==> config.mk <==
export PLATFORM = sky130hd
export DESIGN_NAME = lc3_mem_arbiter
export DESIGN_NICKNAME = d
export VERILOG_FILES = /design/src/rtl/lc3_mem_arbiter.sv
export SDC_FILE = /design/constraint.sdc
export NUM_CORES = 1
export LEC_CHECK = 0
export ABC_CLOCK_PERIOD_IN_PS = 4280
export CAP_MARGIN = 20
export CELL_PAD_IN_SITES_DETAIL_PLACEMENT = 0
export CELL_PAD_IN_SITES_GLOBAL_PLACEMENT = 1
export CORE_MARGIN = 3
export CORE_UTILIZATION = 25
export CTS_BUF_LIST = sky130_fd_sc_hd__clkbuf_16
export CTS_CLUSTER_DIAMETER = 80
export DETAILED_ROUTE_END_ITERATION = 8
export GPL_TIMING_DRIVEN = 0
export PLACE_DENSITY_LB_ADDON = 0.2
export SYNTH_ARGS = -nofsm -noshare
export SYNTH_HDL_FRONTEND = slang
export SYNTH_SLANG_ARGS = --single-unit
export TNS_END_PERCENT = 1
==> constraint.sdc <==
create_clock -name clk -period 4.28 [get_ports clk]
set_input_delay 0.856 -clock clk [delete_from_list [all_inputs] [get_ports clk]]
set_output_delay 0.856 -clock clk [all_outputs]
set_load 0.1 [all_outputs]
==> src/rtl/lc3_mem_arbiter.sv <==
// LC-3 memory port arbiter: serialises control-unit (C) and loader (L) accesses
// onto a single fixed-latency memory port and returns read data with a done pulse.
module lc3_mem_arbiter #(
  parameter int ADDR_W  = 16,
  parameter int DATA_W  = 16,
  parameter int MEM_LAT = 2
) (
  input  logic              clk,
  input  logic              reset_n,
  input  logic              boot_mode,
  input  logic              c_req,
  input  logic              c_we,
  input  logic [ADDR_W-1:0] c_addr,
  input  logic [DATA_W-1:0] c_wdata,
  output logic              c_gnt,
  output logic              c_done,
  output logic [DATA_W-1:0] c_rdata,
  input  logic              l_req,
  input  logic              l_we,
  input  logic [ADDR_W-1:0] l_addr,
  input  logic [DATA_W-1:0] l_wdata,
  output logic              l_gnt,
  output logic              l_done,
  output logic [DATA_W-1:0] l_rdata,
  output logic              mem_en,
  output logic              mem_we,
  output logic [ADDR_W-1:0] mem_addr,
  output logic [DATA_W-1:0] mem_wdata,
  input  logic [DATA_W-1:0] mem_rdata,
  output logic              busy
);

  // state | meaning
  // IDLE  | arbitrate, latch the winner's request fields
  // ISSUE | single mem_en strobe with latched request
  // WAIT  | count down read latency, capture mem_rdata at zero
  // DONE  | done pulse to owner, round-robin pointer moves to the other port

  typedef enum logic [1:0] {IDLE, ISSUE, WAIT, DONE} state_t;

  localparam logic [2:0] LAT_LOAD = 3'(MEM_LAT - 1);

  state_t              state, state_nxt;
  logic                owner_l;
  logic                rr_l;
  logic                we_q;
  logic [ADDR_W-1:0]   addr_q;
  logic [DATA_W-1:0]   wdata_q;
  logic [2:0]          cnt;
  logic                pick_any;
  logic                pick_l;

  always_ff @(posedge clk or negedge reset_n) begin
    if (!reset_n) begin
      state   <= IDLE;
      owner_l <= 1'b0;
      rr_l    <= 1'b0;
      we_q    <= 1'b0;
      addr_q  <= '0;
      wdata_q <= '0;
      cnt     <= 3'd0;
      c_rdata <= '0;
      l_rdata <= '0;
    end else begin
      state <= state_nxt;
      case (state)
        IDLE: begin
          if (pick_any) begin
            owner_l <= pick_l;
            we_q    <= pick_l ? l_we    : c_we;
            addr_q  <= pick_l ? l_addr  : c_addr;
            wdata_q <= pick_l ? l_wdata : c_wdata;
          end
        end
        ISSUE: begin
          if (!we_q) cnt <= LAT_LOAD;
        end
        WAIT: begin
          if (cnt == 3'd0) begin
            if (owner_l) l_rdata <= mem_rdata;
            else         c_rdata <= mem_rdata;
          end else begin
            cnt <= cnt - 3'd1;
          end
        end
        DONE: rr_l <= ~owner_l;
        default: ;
      endcase
    end
  end

  always_comb begin
    // boot_mode locks C out entirely; otherwise ties go to the rr pointer
    pick_any  = boot_mode ? l_req : (c_req | l_req);
    pick_l    = boot_mode ? l_req : (l_req & (~c_req | rr_l));
    state_nxt = state;
    c_gnt     = 1'b0;
    l_gnt     = 1'b0;
    c_done    = 1'b0;
    l_done    = 1'b0;
    mem_en    = 1'b0;
    mem_we    = 1'b0;
    mem_addr  = addr_q;
    mem_wdata = wdata_q;
    busy      = (state != IDLE);
    case (state)
      IDLE:  if (pick_any) state_nxt = ISSUE;
      ISSUE: begin
        mem_en    = 1'b1;
        mem_we    = we_q;
        state_nxt = we_q ? DONE : WAIT;
      end
      WAIT:  if (cnt == 3'd0) state_nxt = DONE;
      DONE: begin
        c_done    = ~owner_l;
        l_done    = owner_l;
        state_nxt = IDLE;
      end
      default: state_nxt = IDLE;
    endcase
    if (state != IDLE) begin
      c_gnt = ~owner_l;
      l_gnt = owner_l;
    end
  end

endmodule

Word-level counts from Yosys, hierarchy flattened
Index checks and enable logic that the tools add are counted.
{"block": "totals", "regBits": 72, "in_bits": 87, "out_inout_bits": 71, "wordCells": 49}
{"block": "op_classes", "add_sub_neg": 1, "eq_ne": 7, "mux": 18, "n_bitwise": 5, "n_reduce_logical": 9}
{"op": "$mux 16", "count": 2}
{"op": "$mux 1", "count": 10}
{"op": "$reduce_and 3->1", "count": 3}
{"op": "$ne 2x2->1 const B", "count": 4}
{"op": "$pmux 2 s4", "count": 1}
{"op": "$mux 3", "count": 2}
{"op": "$pmux 3 s2", "count": 1}
{"op": "$eq 2x2->1 const B", "count": 2}
{"op": "$mux 2", "count": 2}
{"op": "$reduce_and 2->1", "count": 2}
{"op": "$reduce_bool 2->1", "count": 2}
{"op": "$logic_not 3->1", "count": 1}
{"op": "$sub 3x1->3 const B", "count": 1}
{"op": "$eq 2x1->1 const B", "count": 1}
{"op": "$logic_not 2->1", "count": 1}
{"op": "$not 1->1", "count": 2}
{"op": "$or 1x1->1", "count": 2}
{"op": "$and 1x1->1", "count": 1}

Longest topological paths before layout
{"block": "depth", "word_depth": 5, "depth_mapped": 7}

Least setup slack after synthesis
No wires, ideal clock.
{"block": "synth_timing", "kind": "flip-flop to output port", "from": "register state[1]", "to": "output mem_we", "arrival_ns": 2.474, "required_ns": 3.424, "slack_ns": 0.950, "path_stages_with_launch": 5, "path_cell_list": "dfrtp_1 -> inv_1 -> ha_1 -> and2_1 -> clkbuf_1"}
{"block": "synth_between", "elab_chain_cells": 2}
{"item": "start, declared", "line": "43", "source": "state_t state, state_nxt;"}
{"item": "start signal, assigned", "line": "65", "source": "state <= state_nxt;"}
{"item": "$eq 2x1->1", "line": "106", "source": "case (state)"}
{"item": "$mux 1", "line": "106"}
{"item": "end, declared", "line": "26", "source": "output logic mem_we,"}
Every way passes these cells.

Worst setup path in the final report
{"block": "layout_timing", "from": "register state[0]", "to": "output l_gnt"}
{"block": "layout_between", "elab_chain_cells": 2}
{"item": "$reduce_bool 2->1", "line": "121", "source": "if (state != IDLE) begin"}
{"item": "$mux 1", "line": "121"}
{"item": "end, declared", "line": "22", "source": "output logic l_gnt,"}
Every way passes these cells.

==> results.md <==
* Routed length per instance at 16.14 um
* Detailed Routing Iterations Pass 1 at 4
* Ys async rst share at 100.0%
* Setup violators final at 0
* R2r endpoint: mem_wdata[12]
* Num CTS Buffers at 9
* Req. time, crit path at 3420 ps
* DR vias/cell at 4.508
* Vias in the first global route at 3,536
* Final Hold Vio Count at 0
* Most common cell after layout, fill and taps aside: clkdlybuf4s50_1
* Ys Warns at 0
* Startpoint Class: flop
* Synth Instances at 349
* Worst hold path type: primary input to asynchronous set/reset pin
* Crit path max fanout at 10
* Layout Nets at 611
* Number of remaining DRC errors at 0
* DIE WIDTH at 131.1 um
* I/O Pins at 158
* Largest net degree at the start of global routing at 39
* Period minus WS final at 3735 ps
* Cell area after synthesis at 3915 um2
* GR Util All Layers at 13.80%
* Share of layout cells above drive strength 1 at 20.35%
* Critical path class: flop to output port
* Unique masters post-synth at 32
* R2R Path Start: state[0]
* Hold buffers post-CTS at 0
* Setup Skew at 8.042 ps
* Clock sinks at 72
* Post-CTS setup buffers at 0
* Post-CTS sizing at 0
* First-pass GRT wire length at 19.00 mm
* GP Congestion at 0.7806
* Slew @ Worst Pin at 1031 ps
* TritonCTS clock tree: yes
* Layout area overhead at 54.59%
* Initial core utilization at 25.66%
* Post-Syn Nets at 443
* Total gr overflow at 0
* WL final at 11.82 mm
* Clock Pin Slew Worst Setup and Hold Paths at 60 ps
* Outcome: complete, no violations
* Core footprint at 15,260 um2
* Routed Antenna Nets at 0
* Final Cycle Share at 87.27%
* Initial DRC Count at 80
* Clk buf depth at 2
* DIE HEIGHT at 131.1 um
* Die Area at 17,200 um2
* Root Buffer: clkbuf_16
* RSZ-0062 raised after global routing: false
* Worst setup EP type: output port
* Post-DP HPWL at 8.823 mm
* MaxCap Viol Count at 0
* CP Data Arrival Time at 2880 ps
* Htree depth at 3
* Number of flops mapped to enable cells by yosys at 0
* Final design utilization at 39.66%
* Placement Rows at 45
* Max-slew violations at 0
* Via count at 3,300
* Mean post-synth cell area at 11.22 um2
* Number of antenna diodes at 0
* Antenna violations before repair at 0
* Worst-case reg-to-reg path depth at 6
* Worst-Skew Late Latency at 340 ps
* Slew headroom at 31.07%
* IO buf count at 156
* R2R Setup Slk at 2480 ps
* Most frequent cells in the layout: clkdlybuf4s50_1 (155), dfrtp_1 (72), inv_1 (40)
* Top_reg_cell synth: dfrtp_1
* Max Fclk at 267.7 MHz
* FF+latch count, synth at 72
* Sequential fraction of the synthesis area at 46.02%
[Yosys cell counts (5+ instances only)]
| library cell | instances | share of area (%) |
|---|---|---|
| dfrtp_1 | 72 | 46 |
| inv_1 | 40 | 3.8 |
| nand2_1 | 35 | 3.4 |
| o21ai_0 | 32 | 4.1 |
| a22oi_2 | 30 | 9.6 |
| o221a_1 | 29 | 8.3 |
| mux2_2 | 23 | 6.6 |
| buf_2 | 16 | 2.0 |
| mux2_1 | 11 | 3.2 |
| buf_4 | 8 | 1.5 |
| ha_1 | 7 | 2.2 |
| clkbuf_1 | 6 | 0.58 |
| nor2_1 | 5 | 0.48 |
[metal layers]
metal | wire length [um] | track usage, % | share of wire (%) | vias to the layer above
met3 | 915 | 5.551 | 7.7 | 9
met2 | 5168 | 20.97 | 44 | 130
met5 | 0 | 0 | 0 | -
met4 | 127 | 4.026 | 1.1 | 0
met1 | 5606 | 18.15 | 47 | 1565
li1 | - | - | - | 1596
[state kept, by name (all words and copies together) (netlist names)]
name	flops
mem_addr	16
state	2
c_rdata	16
rr_l	1
we_q	1
mem_wdata	16
owner_l	1
l_rdata	16
cnt	3
[cell type report]
| cell class | count | area, um2 |
|---|---|---|
| clock inverters | 6 | 61.31 |
| well taps | 211 | 264.0 |
| clock buffers | 9 | 225.2 |
| multi-input cells | 203 | 1755 |
| inverters | 40 | 150.1 |
| fillers | 1508 | 9206 |
| flip-flops and latches | 72 | 1802 |
| repair buffers | 157 | 1587 |
| plain buffers | 34 | 207.7 |
[cells by family (layout without fill, tap and decap cells)]
| family | Yosys count | in the layout | synth area share, % |
|---|---|---|---|
| flops | 72 | 72 | 46.02 |
| fa+ha+maj | 7 | 7 | 2.237 |
| simple gates | 51 | 51 | 6.360 |
| mux | 34 | 34 | 9.780 |
| compound gates | 111 | 111 | 26.46 |
| buf+inv | 74 | 246 | 9.140 |
[metrics by stage]
stage	cells	setup slack, ps	TNS (ps)	instance area (um2)	hold slack [ps]
floorplan	349	950.1	0	3915	485.4
global placement	716	-388.5	-27510	5741	474.5
detailed placement	717	877.1	0	5766	479.9
CTS	732	499.7	0	6052	488.3
global route	732	414.2	0	6052	503.7
finish	732	545.0	0	6052	482.5
[worst max-delay path, stage by stage, from the launching register on]
cell	delay, ps
dfrtp_1	400
inv_1	110
ha_1	280
buf_2	230
buf_2	220
nor2b_1	130
clkdlybuf4s50_1	1160
[how the worst max path moves through the flow]
stage | startpoint | endpoint | slack [ps] | cells after the start
global placement | reset_n | mem_wdata[4] | -390 | 1
finish | state[0] | l_gnt | 540 | 6
floorplan | state[1] | mem_we | 950 | 4
global route | state[0] | l_gnt | 410 | 6
CTS | state[0] | l_gnt | 500 | 6
detailed placement | state[0] | l_gnt | 880 | 6
Power is left out: the tool's default activity adds up to more than one toggle a clock period on the data nets, which glitch-free logic cannot reach.
